$ cat src/rtl/shift_line_arbiter_pkg.sv
// Shared types for the shift-line arbiter: FSM states, requester IDs and the
// per-stage record carried down the delay line.
package shift_line_arbiter_pkg;

  // Data width carried in each stage record. The top-level WIDTH parameter
  // defaults to this value and must stay equal to it.
  localparam int STAGE_WIDTH = 16;

  typedef enum logic {
    IDLE  = 1'b0,
    BURST = 1'b1
  } state_t;

  localparam logic REQ0 = 1'b0;
  localparam logic REQ1 = 1'b1;

  typedef struct packed {
    logic [STAGE_WIDTH-1:0] data;
    logic                   valid;
    logic                   id;
  } stage_t;

  // Builds a valid stage record for an accepted word.
  function automatic stage_t make_stage(input logic [STAGE_WIDTH-1:0] data,
                                        input logic id);
    stage_t s;
    s.data  = data;
    s.valid = 1'b1;
    s.id    = id;
    return s;
  endfunction

endpackage

$ cat src/rtl/shift_line_arbiter_stages.sv
// DEPTH-stage delay line of stage records. Shifts on every rising edge with
// no enable; stage 0 takes the new record, stage k takes stage k-1.
module shift_line_stages
  import shift_line_arbiter_pkg::*;
#(
  parameter int DEPTH = 8
) (
  input  logic             Clock,
  input  logic             Reset,
  input  stage_t           in_stage,
  output stage_t           out_stage,
  output logic [DEPTH-1:0] valid_vec
);

  stage_t [DEPTH-1:0] stage_q;
  stage_t [DEPTH-1:0] stage_d;

  // Next line contents: new record at the head, everything else moves down one.
  always_comb begin
    stage_d    = stage_q;
    stage_d[0] = in_stage;
    for (int k = 1; k < DEPTH; k++) begin
      stage_d[k] = stage_q[k-1];
    end
  end

  // Stage registers with asynchronous clear to data 0 / valid 0 / id 0.
  always_ff @(posedge Clock or negedge Reset) begin
    if (!Reset) begin
      stage_q <= '0;
    end else begin
      stage_q <= stage_d;
    end
  end

  // Per-stage valid bits, exposed for occupancy cross-checking.
  always_comb begin
    valid_vec = '0;
    for (int k = 0; k < DEPTH; k++) begin
      valid_vec[k] = stage_q[k].valid;
    end
  end

  assign out_stage = stage_q[DEPTH-1];

endmodule

$ cat src/rtl/shift_line_arbiter.sv
// Two requesters share one fixed-latency shift line. Arbitration is
// round-robin per burst; a granted burst is locked until all req_len+1 words
// have been accepted, and one IDLE cycle always separates two bursts.
//
// Handshake: a word moves from requester N into stage 0 on a rising edge
// exactly when reqN_valid && reqN_ready are both high before that edge.
// reqN_ready depends only on registered state (never on any valid input),
// so a requester may hold valid high while waiting; the non-granted requester
// always sees ready low and its inputs are ignored.
module shift_line_arbiter
  import shift_line_arbiter_pkg::*;
#(
  parameter int WIDTH = STAGE_WIDTH,
  parameter int DEPTH = 8,
  parameter int LEN_W = 4
) (
  input  logic                       Clock,
  input  logic                       Reset,
  input  logic                       req0_valid,
  input  logic [LEN_W-1:0]           req0_len,
  input  logic [WIDTH-1:0]           req0_data,
  output logic                       req0_ready,
  input  logic                       req1_valid,
  input  logic [LEN_W-1:0]           req1_len,
  input  logic [WIDTH-1:0]           req1_data,
  output logic                       req1_ready,
  output logic [WIDTH-1:0]           out_data,
  output logic                       out_valid,
  output logic                       out_id,
  output logic                       busy,
  output logic [$clog2(DEPTH+1)-1:0] occupancy,
  output logic                       dbg_state,
  output logic [DEPTH-1:0]           dbg_valid
);

  localparam int OCC_W = $clog2(DEPTH+1);

  state_t           state_q, state_d;
  logic [LEN_W-1:0] cnt_q, cnt_d;
  logic             grant_id_q, grant_id_d;
  logic             last_grant_q, last_grant_d;
  logic [OCC_W-1:0] occ_q, occ_d;

  logic             grant;
  logic             sel_valid;
  logic [WIDTH-1:0] sel_data;
  logic             transfer;
  stage_t           in_stage;
  stage_t           out_stage;

  // Arbiter FSM: grant in IDLE, count down accepted words in BURST.
  always_comb begin
    state_d      = state_q;
    cnt_d        = cnt_q;
    grant_id_d   = grant_id_q;
    last_grant_d = last_grant_q;
    grant        = REQ0;
    req0_ready   = (state_q == BURST) && (grant_id_q == REQ0);
    req1_ready   = (state_q == BURST) && (grant_id_q == REQ1);
    sel_valid    = (grant_id_q == REQ1) ? req1_valid : req0_valid;
    sel_data     = (grant_id_q == REQ1) ? req1_data  : req0_data;
    transfer     = (state_q == BURST) && sel_valid;
    case (state_q)
      IDLE: begin
        if (req0_valid || req1_valid) begin
          if (req0_valid && req1_valid) begin
            grant = (last_grant_q == REQ0) ? REQ1 : REQ0;
          end else begin
            grant = req1_valid ? REQ1 : REQ0;
          end
          state_d      = BURST;
          cnt_d        = (grant == REQ1) ? req1_len : req0_len;
          grant_id_d   = grant;
          last_grant_d = grant;
        end
      end
      BURST: begin
        if (transfer) begin
          if (cnt_q == '0) begin
            state_d = IDLE;
          end else begin
            cnt_d = cnt_q - LEN_W'(1);
          end
        end
      end
      default: state_d = IDLE;
    endcase
  end

  // Head-of-line record: the accepted word, or a zero bubble.
  always_comb begin
    in_stage = '0;
    if (transfer) begin
      in_stage = make_stage(sel_data, grant_id_q);
    end
  end

  // Occupancy tracks words entering stage 0 and leaving the last stage.
  always_comb begin
    occ_d = occ_q + OCC_W'(transfer) - OCC_W'(out_stage.valid);
  end

  // Control registers; reset makes requester 0 the first tie winner.
  always_ff @(posedge Clock or negedge Reset) begin
    if (!Reset) begin
      state_q      <= IDLE;
      cnt_q        <= '0;
      grant_id_q   <= REQ0;
      last_grant_q <= REQ1;
      occ_q        <= '0;
    end else begin
      state_q      <= state_d;
      cnt_q        <= cnt_d;
      grant_id_q   <= grant_id_d;
      last_grant_q <= last_grant_d;
      occ_q        <= occ_d;
    end
  end

  shift_line_stages #(
    .DEPTH(DEPTH)
  ) u_stages (
    .Clock    (Clock),
    .Reset    (Reset),
    .in_stage (in_stage),
    .out_stage(out_stage),
    .valid_vec(dbg_valid)
  );

  assign out_data  = out_stage.data;
  assign out_valid = out_stage.valid;
  assign out_id    = out_stage.id;
  assign occupancy = occ_q;
  assign busy      = (state_q == BURST) || (occ_q != '0);
  assign dbg_state = (state_q == BURST);

endmodule

$ cat config.mk
export PLATFORM = sky130hd
export DESIGN_NAME = shift_line_arbiter
export DESIGN_NICKNAME = d
export VERILOG_FILES = /design/src/rtl/shift_line_arbiter_pkg.sv /design/src/rtl/shift_line_arbiter_stages.sv /design/src/rtl/shift_line_arbiter.sv
export SDC_FILE = /design/constraint.sdc
export NUM_CORES = 1
export LEC_CHECK = 0
export CAP_MARGIN = 20
export CORE_ASPECT_RATIO = 0.7
export CORE_MARGIN = 4
export CORE_UTILIZATION = 50
export CTS_CLUSTER_SIZE = 12
export DETAILED_ROUTE_END_ITERATION = 8
export MAX_ROUTING_LAYER = met4
export PLACE_DENSITY = 0.77
export SKIP_CTS_REPAIR_TIMING = 1
export SYNTH_ARGS = -nofsm -noshare
export SYNTH_HDL_FRONTEND = slang
export SYNTH_SLANG_ARGS = --single-unit
$ cat constraint.sdc
create_clock -name Clock -period 4.4 [get_ports Clock]
set_clock_uncertainty 0.2 [all_clocks]
set_input_delay 0.66 -clock Clock [delete_from_list [all_inputs] [get_ports Clock]]
set_output_delay 0.66 -clock Clock [all_outputs]
set_load 0.05 [all_outputs]
======== Word level (Yosys, flattened, before mapping) ========
Cells that the tools add are included.
word-level totals
  bits in registers ....................... 155
  bits in latches ......................... 0
  RAM bits ................................ 0
  bits in read-only memories .............. 0
  input port bits ......................... 44
  memories kept ........................... 0
operators by class
  add/sub/neg operators ................... 3
  $mul .................................... 0
  divide/modulo/power cells ............... 0
  magnitude comparators ................... 0
  eq/ne operators ......................... 3
  shift operators ......................... 0
  multiplexer cells ....................... 17
  bitwise logic cells ..................... 2
  reductions and logical operators ........ 10
operator list
  kind                   number
  $mux W18               1
  $mux W16               1
  $mux W4                4
  $mux W1                9
  $pmux W4 S2            1
  $add A4 B1 Y4          1
  $logic_and A1 B1 Y1    4
  $logic_not A4 Y1       1
  $ne A2 B2 Y1 const B   2
  $reduce_bool A4 Y1     1
  $sub A4 B1 Y4          1
  $sub A4 B1 Y4 const B  1
  $reduce_and A3 Y1      1
  $logic_or A1 B1 Y1     2
  $ne A2 B1 Y1 const B   1
  $not A1 Y1             2
  $pmux W1 S2            1
  $reduce_and A2 Y1      1

======== Longest topological paths before layout ========
Gate-level depths: netlist of run 1.
  word-level depth ........................ 7
  mapped depth ............................ 10

======== Modules after synthesis ========
Synthesis of run 1 repeated with hierarchy kept, for this count alone.
unflattened totals
  cell total of the unflattened synthesis .. 265
  area, all modules ....................... 4654.5 µm²
modules (own cells, without submodules)
  module              times used  cells each  area each (µm²)  seq. area each (µm²)
  shift_line_stages   1           152         3663.5           3603.5
  shift_line_arbiter  1           113         991.0            276.5

======== Least setup slack after synthesis of run 1 ========
OpenSTA, ideal clock, no wires.
  path type ............................... reg-to-output
  start ................................... register state_q (netlist: dbg_state)
  end ..................................... output req0_ready
  data arrival time ....................... 1782 ps
  data required time ...................... 3540 ps
  setup slack ............................. 1758 ps
  cell stages (with the launch flop) ...... 4
  buffers on the path ..................... 1
  cells stage by stage .................... dfrtp_1 -> clkbuf_1 -> inv_1 -> nor2_1
on the way
  word-level cells in the longest chain between the ends .. 1
ends and longest elaborated chain
  what                    RTL line                   RTL
  start, declared         shift_line_arbiter.sv:38   state_t state_q, state_d;
  start signal, assigned  shift_line_arbiter.sv:112  state_q <= state_d;
  $logic_and A1 B1 Y1     shift_line_arbiter.sv:58   req0_ready = (state_q == BURST) && (grant_id_q == REQ0);
  end, declared           shift_line_arbiter.sv:22   output logic req0_ready,
No other way between the ends.

======== Worst setup path after layout of run 1 ========
Ends and elaborated chain as after synthesis.

==> impl_results.md, run 1 <==
* Status: finished, final reports clean
* Die Y at 88.4 microns
* Inserted Clock Buffers at 17
* Sw Ratio at 31.0%
* Congestion Overflow GR at 0
* Post-layout min period at 3.01 ns
* CTS Sinks at 155
* Power Internal at 3120 uW
* DRC violations left at 0
* Uppermost layer routed: met4
* Final instance area at 6090 sq um
* Via count at 2199
* Worst path cell trace: inv_1, nor2_1, clkdlybuf4s50_1
* PD cells at 743 nW/um^2
* Number of synthesized register bits at 155
* Gate power share at 22.8%
* Clock Latency Late Sink at 0.41 ns
* P_sw at 1400 uW
* Worst-Margin Slew at 0.799 ns
* Detail Route met3 WL at 376 microns
* First-pass GRT wire length at 12.0 mm
* Final Max Slew Viols at 0
* Root Driver: clkbuf_16
* CP endpoint kind: output port
* Final WL at 7.02 mm
* Initial drt markers at 146
* I/O Buffers at 77
* Initial antenna violation count at 0
* Critical path startpoint: dbg_state
* Synth Net Count at 314
* Pwr Total at 4520 uW
* Post-Syn Area at 4620 sq um
* Share of layout cells above drive strength 1 at 12.2%
* Rel. slew slack at 46.8%
* Worst-path clk slew at 0.07 ns
* WL/cell at 14.4 microns
* Detailed-router iteration count before antenna repair at 4
* Area post-placement at 5490 sq um
* Synth Area per Inst at 17.6 sq um
* MaxCap Viol Count at 0
* Post-synthesis cell type count at 33
* Cell depth of the worst flop-to-flop path at 8
* Met1 Wirelength at 3.02 mm
* Reg-to-reg startpoint: grant_id_q
* Vias in the first global route at 2437
* CP max-delay cell: clkdlybuf4s50_1
* Setup TNS at 0 ns
* FMAX at 332 MHz
* Hold slack final at 0.119 ns
* Ant. Diodes at 0
* DP Wirelength at 4.26 mm
* Clock Power Share at 31.9%
* P_leak at 0.00291 uW
* RSZ-0062 raised after global routing: false
* Antenna viol nets, final at 0
* Die area at 10900 sq um
* Reg-to-reg slack, setup at 2.11 ns
* Required time of the critical path at 3.54 ns
* Layout net count at 401
* Placeable Area at 9030 sq um
* Layout Utilization at 67.4%
* Crit Reg-Reg Endpoint: occupancy[2]
* Critical Path Start Type: flip-flop
* Largest net degree at the start of global routing at 97
* Synth Instances at 262
* Worst Path Arrival at 2.15 ns
* VDD IR max at 0.548 mV
* Setup violators final at 0
* Row count at 29
* Final hold vios at 0
* H-Tree Depth at 4
* Synth Warn # at 0
* CTS tree: done
* Routability cong. at 0.804
* Initial core utilization at 51.1%
* CP Class: flip-flop to output port
* Period utilisation layout at 68.5%
* I/O pins at 78
* Global-route usage over all layers at 15.8%
* Clock Path Buffers at 2
* Seq pwr share at 45.3%
* Die width at 123 microns
* Vias per cell at 4.52
* Layout filler cell count at 615
* Hold Path Class: primary input to async pin
* Area delta synth->final at 31.9%
* Met2 WL at 3.53 mm
* Worst-path fanout max at 14
* CP peak stage delay at 0.81 ns
* Register area share after synthesis at 84.1%
==> how the worst max path moves through the flow <==
stage	to	slack, ns	cells after the start
finish	req0_ready	1.39	3
global route	busy	1.21	3
CTS	req0_ready	1.35	3
detailed placement	occupancy[2]	1.33	9
global placement	occupancy[2]	1.48	9
floorplan	req0_ready	1.76	3
==> critical path, delay by kind of cell, from the launching register on <==
family,cells,cell delay [ns]
simple gates,1,0.14
flops,1,0.58
buf+inv,2,1.03
==> layout make-up <==
cell class / instances / area, sq um / area share, %
flip-flops and latches: 155 / 3880 / 63.7
repair buffers: 81 / 802 / 13.2
multi-input cells: 82 / 606 / 9.95
clock buffers: 18 / 439 / 7.21
clock inverters: 14 / 160 / 2.63
well taps: 124 / 155 / 2.55
inverters: 12 / 45.0 / 0.740
==> logic make-up (layout without fill, tap and decap cells) <==
group / count (synthesis) / in the layout / synth area share [%]
adders and majority gates: 8 / 8 / 2.33
buffers and inverters: 25 / 125 / 2.82
and+or+nand+nor: 32 / 32 / 2.95
muxes: 21 / 21 / 4.72
DFF: 155 / 155 / 84.1
AOI/OAI and AO/OA: 18 / 18 / 2.55
xor gates and xnor gates: 3 / 3 / 0.569
==> cells in the mapped netlist <==
cell type | count | share of area [%]
buf_1 | 1 | 0.081
and2_1 | 1 | 0.14
buf_4 | 9 | 1.5
mux2i_1 | 17 | 3.7
a21o_1 | 1 | 0.16
mux2i_2 | 1 | 0.30
dfrtp_1 | 154 | 83
xnor2_1 | 2 | 0.38
dfstp_2 | 1 | 0.57
ha_1 | 7 | 1.9
buf_2 | 2 | 0.22
xor2_1 | 1 | 0.19
a21oi_1 | 8 | 0.87
a32o_1 | 1 | 0.22
clkbuf_1 | 1 | 0.081
inv_2 | 1 | 0.081
a211oi_1 | 1 | 0.16
and3_1 | 1 | 0.14
o32ai_1 | 1 | 0.19
o22ai_1 | 1 | 0.14
nor2_1 | 20 | 1.6
nor3_1 | 2 | 0.22
nand3_1 | 1 | 0.11
a31oi_1 | 2 | 0.27
a22o_1 | 1 | 0.19
inv_1 | 11 | 0.89
nand2b_1 | 2 | 0.27
mux2_2 | 3 | 0.73
a21boi_2 | 1 | 0.24
fa_1 | 1 | 0.43
nand2_1 | 4 | 0.33
o21ai_0 | 1 | 0.11
nor4_1 | 1 | 0.14
==> sequential cells by signal, indices dropped and copies added (netlist names) <==
| name | count |
|---|---|
| cnt_q | 4 |
| grant_id_q | 1 |
| dbg_state | 1 |
| u_stages.stage_d | 119 |
| u_stages.out_stage | 18 |
| last_grant_q | 1 |
| occupancy | 4 |
| u_stages.valid_vec | 7 |
==> placed cells by master (no fill, tap or decap), types with 2 or more instances in the layout <==
cell type        instances
dfrtp_1                154
clkdlybuf4s50_1         76
nor2_1                  20
mux2i_1                 17
clkbuf_16               17
inv_1                   11
a21oi_1                  8
ha_1                     7
nand2_1                  4
buf_4                    4
mux2_2                   3
inv_6                    3
clkinv_4                 3
nand2b_1                 2
xnor2_1                  2
nor3_1                   2
a31oi_1                  2
inv_8                    2
bufinv_16                2
clkinvlp_4               2
clkinv_2                 2
==> metal layers <==
layer	track usage, %	vias to the layer above
li1	-	1021
met1	18.6	1100
met2	24.0	70
met3	6.26	8
met4	7.83	0
met5	-	-
==> metrics by stage <==
step / setup slack (ns) / instances
after global placement: 1.48 / 454
after floorplan: 1.76 / 262
after CTS: 1.35 / 486
after global routing: 1.21 / 486
final: 1.39 / 486
after detailed placement: 1.33 / 454
==> power groups by stage <==
stage	combinational, uW	clock, uW	sequential, uW
floorplan	478	0	2260
global placement	1010	0	2040
detailed placement	1040	0	2070
CTS	1050	1470	2060
global route	1110	1550	2100
finish	1030	1440	2050
No activity file was read; power rests on OpenSTA's default activity.
==> run 2, diff against run 1 <==
clock period = 2.8 ns   (was 4.4 ns; I/O delays follow)
==> impl_results.md, run 2 (synthesis gave the netlist of run 1 again) <==
* Status: finished, final reports clean (unchanged)
* WL/cell at 14.0 microns (was 14.4 microns)
* Reg-to-reg slack, setup at 0.63 ns (was 2.11 ns)
* Setup TNS at 0 ns (unchanged)
* Congestion Overflow GR at 0 (unchanged)
* Detailed-router iteration count before antenna repair at 4 (unchanged)
* Worst path cell trace: inv_1, ha_1, nand3_1, clkdlybuf4s50_1 (was inv_1, nor2_1, clkdlybuf4s50_1)
* Area delta synth->final at 32.6% (was 31.9%)
* Die Y at 88.4 microns (unchanged)
* H-Tree Depth at 4 (unchanged)
* CTS Sinks at 155 (unchanged)
* Routability cong. at 0.787 (was 0.804)
* DRC violations left at 0 (unchanged)
* Cell depth of the worst flop-to-flop path at 8 (unchanged)
* Hold path startpoint: u_stages.stage_d[107]
* CTS tree: done (unchanged)
* Inserted Clock Buffers at 17 (unchanged)
* Ant. Diodes at 0 (unchanged)
* Worst min-delay path endpoint: u_stages.stage_d[125]
* Most frequent cells in the layout: dfrtp_1, clkdlybuf4s50_1, nor2_1 (unchanged)
* Row count at 29 (unchanged)
* Clock Latency Late Sink at 0.41 ns (about the same)
* Critical Path Start Type: flip-flop (unchanged)
* Hold Path Class: flip-flop to flip-flop (was primary input to async pin)
* WP buf/inv at 2 (unchanged)
* Root Driver: clkbuf_16 (unchanged)
* First-pass GRT wire length at 11.6 mm (was 12.0 mm)
* PD cells at 1150 nW/um^2 (was 743 nW/um^2)
* Layout net count at 405 (was 401)
* I/O pins at 78 (unchanged)
* I/O Buffers at 77 (unchanged)
* CP peak stage delay at 0.81 ns (about the same)
* Global-route usage over all layers at 15.3% (was 15.8%)
* Largest net degree at the start of global routing at 100 (was 97)
* Crit. path cell count at 4 (was 3)
* Period utilisation layout at 89.7%
* VDD IR max at 1.01 mV (was 0.548 mV)
* Die width at 123 microns (unchanged)
* MaxCap Viol Count at 0 (unchanged)
* CP max-delay cell: clkdlybuf4s50_1 (unchanged)
* Worst Path Arrival at 1.89 ns (was 2.15 ns)
* Antenna viol nets, final at 0 (unchanged)
* Largest register FFs at 119 (unchanged)
* Initial antenna violation count at 0 (unchanged)
* Vias in the first global route at 2383 (was 2437)
* CP endpoint kind: output port (unchanged)
* Required time of the critical path at 2.18 ns (was 3.54 ns)
* Clock Path Buffers at 2 (unchanged)
* Setup violators final at 0 (unchanged)
* Share of layout cells above drive strength 1 at 12.8% (was 12.2%)
* Initial drt markers at 161 (was 146)
* Crit-path leading delay family: buffers and inverters (unchanged)
* Post-layout min period at 2.51 ns
* DP Wirelength at 4.32 mm (was 4.26 mm)
* Hold slack final at 0.143 ns (was 0.119 ns)
* Crit Reg-Reg Endpoint: occupancy[2] (unchanged)
* RSZ-0062 raised after global routing: false (unchanged)
* FMAX at 398 MHz
* Initial core utilization at 51.1% (unchanged)
* Placeable Area at 9030 sq um (unchanged)
* Vias per cell at 4.54 (was 4.52)
* Worst-path clk slew at 0.06 ns (was 0.07 ns)
* Via count at 2225 (was 2199)
* Most common cell after layout, fill and taps aside: dfrtp_1 (unchanged)
* Final Max Slew Viols at 0 (unchanged)
* Final hold vios at 0 (unchanged)
* P_leak at 0.00293 uW (was 0.00291 uW)
* Hold Path Stages at 0
* Die area at 10900 sq um (unchanged)
* Reg-to-reg startpoint: grant_id_q (unchanged)
* CP Class: flip-flop to output port (unchanged)
* Worst-Margin Slew at 0.604 ns (was 0.799 ns)
* Final WL at 6.88 mm (was 7.02 mm)
* Worst-path fanout max at 2 (was 14)
* Rel. slew slack at 59.5% (was 46.8%)
[run 2: changes by cell type in the layout (fill, tap and decap cells not counted), sizes merged]
cell,previous run,this run
inv,17,15
dlygate4sd3,0,1
buf,5,9
clkbuf,18,22
clkdlybuf4s50,76,75
clkinvlp,2,1
bufinv,2,1
[run 2: worst max path at each step]
stage,startpoint,end
after floorplan,dbg_state,req0_ready
after CTS,occupancy[2],busy
after global placement,req1_valid,occupancy[1]
after global routing,occupancy[2],busy
final,occupancy[2],busy
after detailed placement,req1_valid,occupancy[2]
[run 2: cell type report]
cell class              instances  area, sq um
inverters                      12         45.0
fillers                       587         2910
well taps                     124          155
repair buffers                 85          845
clock buffers                  22          484
clock inverters                10          106
flip-flops and latches        155         3880
multi-input cells              82          606
[run 2: metrics by stage]
step           setup slack [ns]  std cells  cell area, sq um  power, uW  util [%]
2_1_floorplan             0.398        262              4620       4300         -
5_1_grt                   0.183        490              6120       7410      67.7
6_report                  0.288        490              6120       7040      67.7
4_1_cts                   0.241        489              6110       7130      67.6
3_5_place_dp              0.135        457              5520       4880      61.1
3_3_place_gp              0.216        457              5520       4800      61.1
[run 2: power breakdown]
part	leakage, uW	total, uW	switching [uW]	internal [uW]
clock network	0.000289	2200	863	1330
logic	0.000668	1630	1030	602
registers	0.00198	3210	258	2960
total	0.00293	7040	2150	4890
[run 2: routing by layer]
metal  track usage (%)  share of wire (%)  routed length [microns]  vias up
met3              6.39                6.1                      422       10
met1              18.6                 44                     3000     1120
met2              22.1                 48                     3320       71
li1                  -                  -                        -     1024
met5                 -                  0                        0        -
met4              8.23                1.9                      131        0
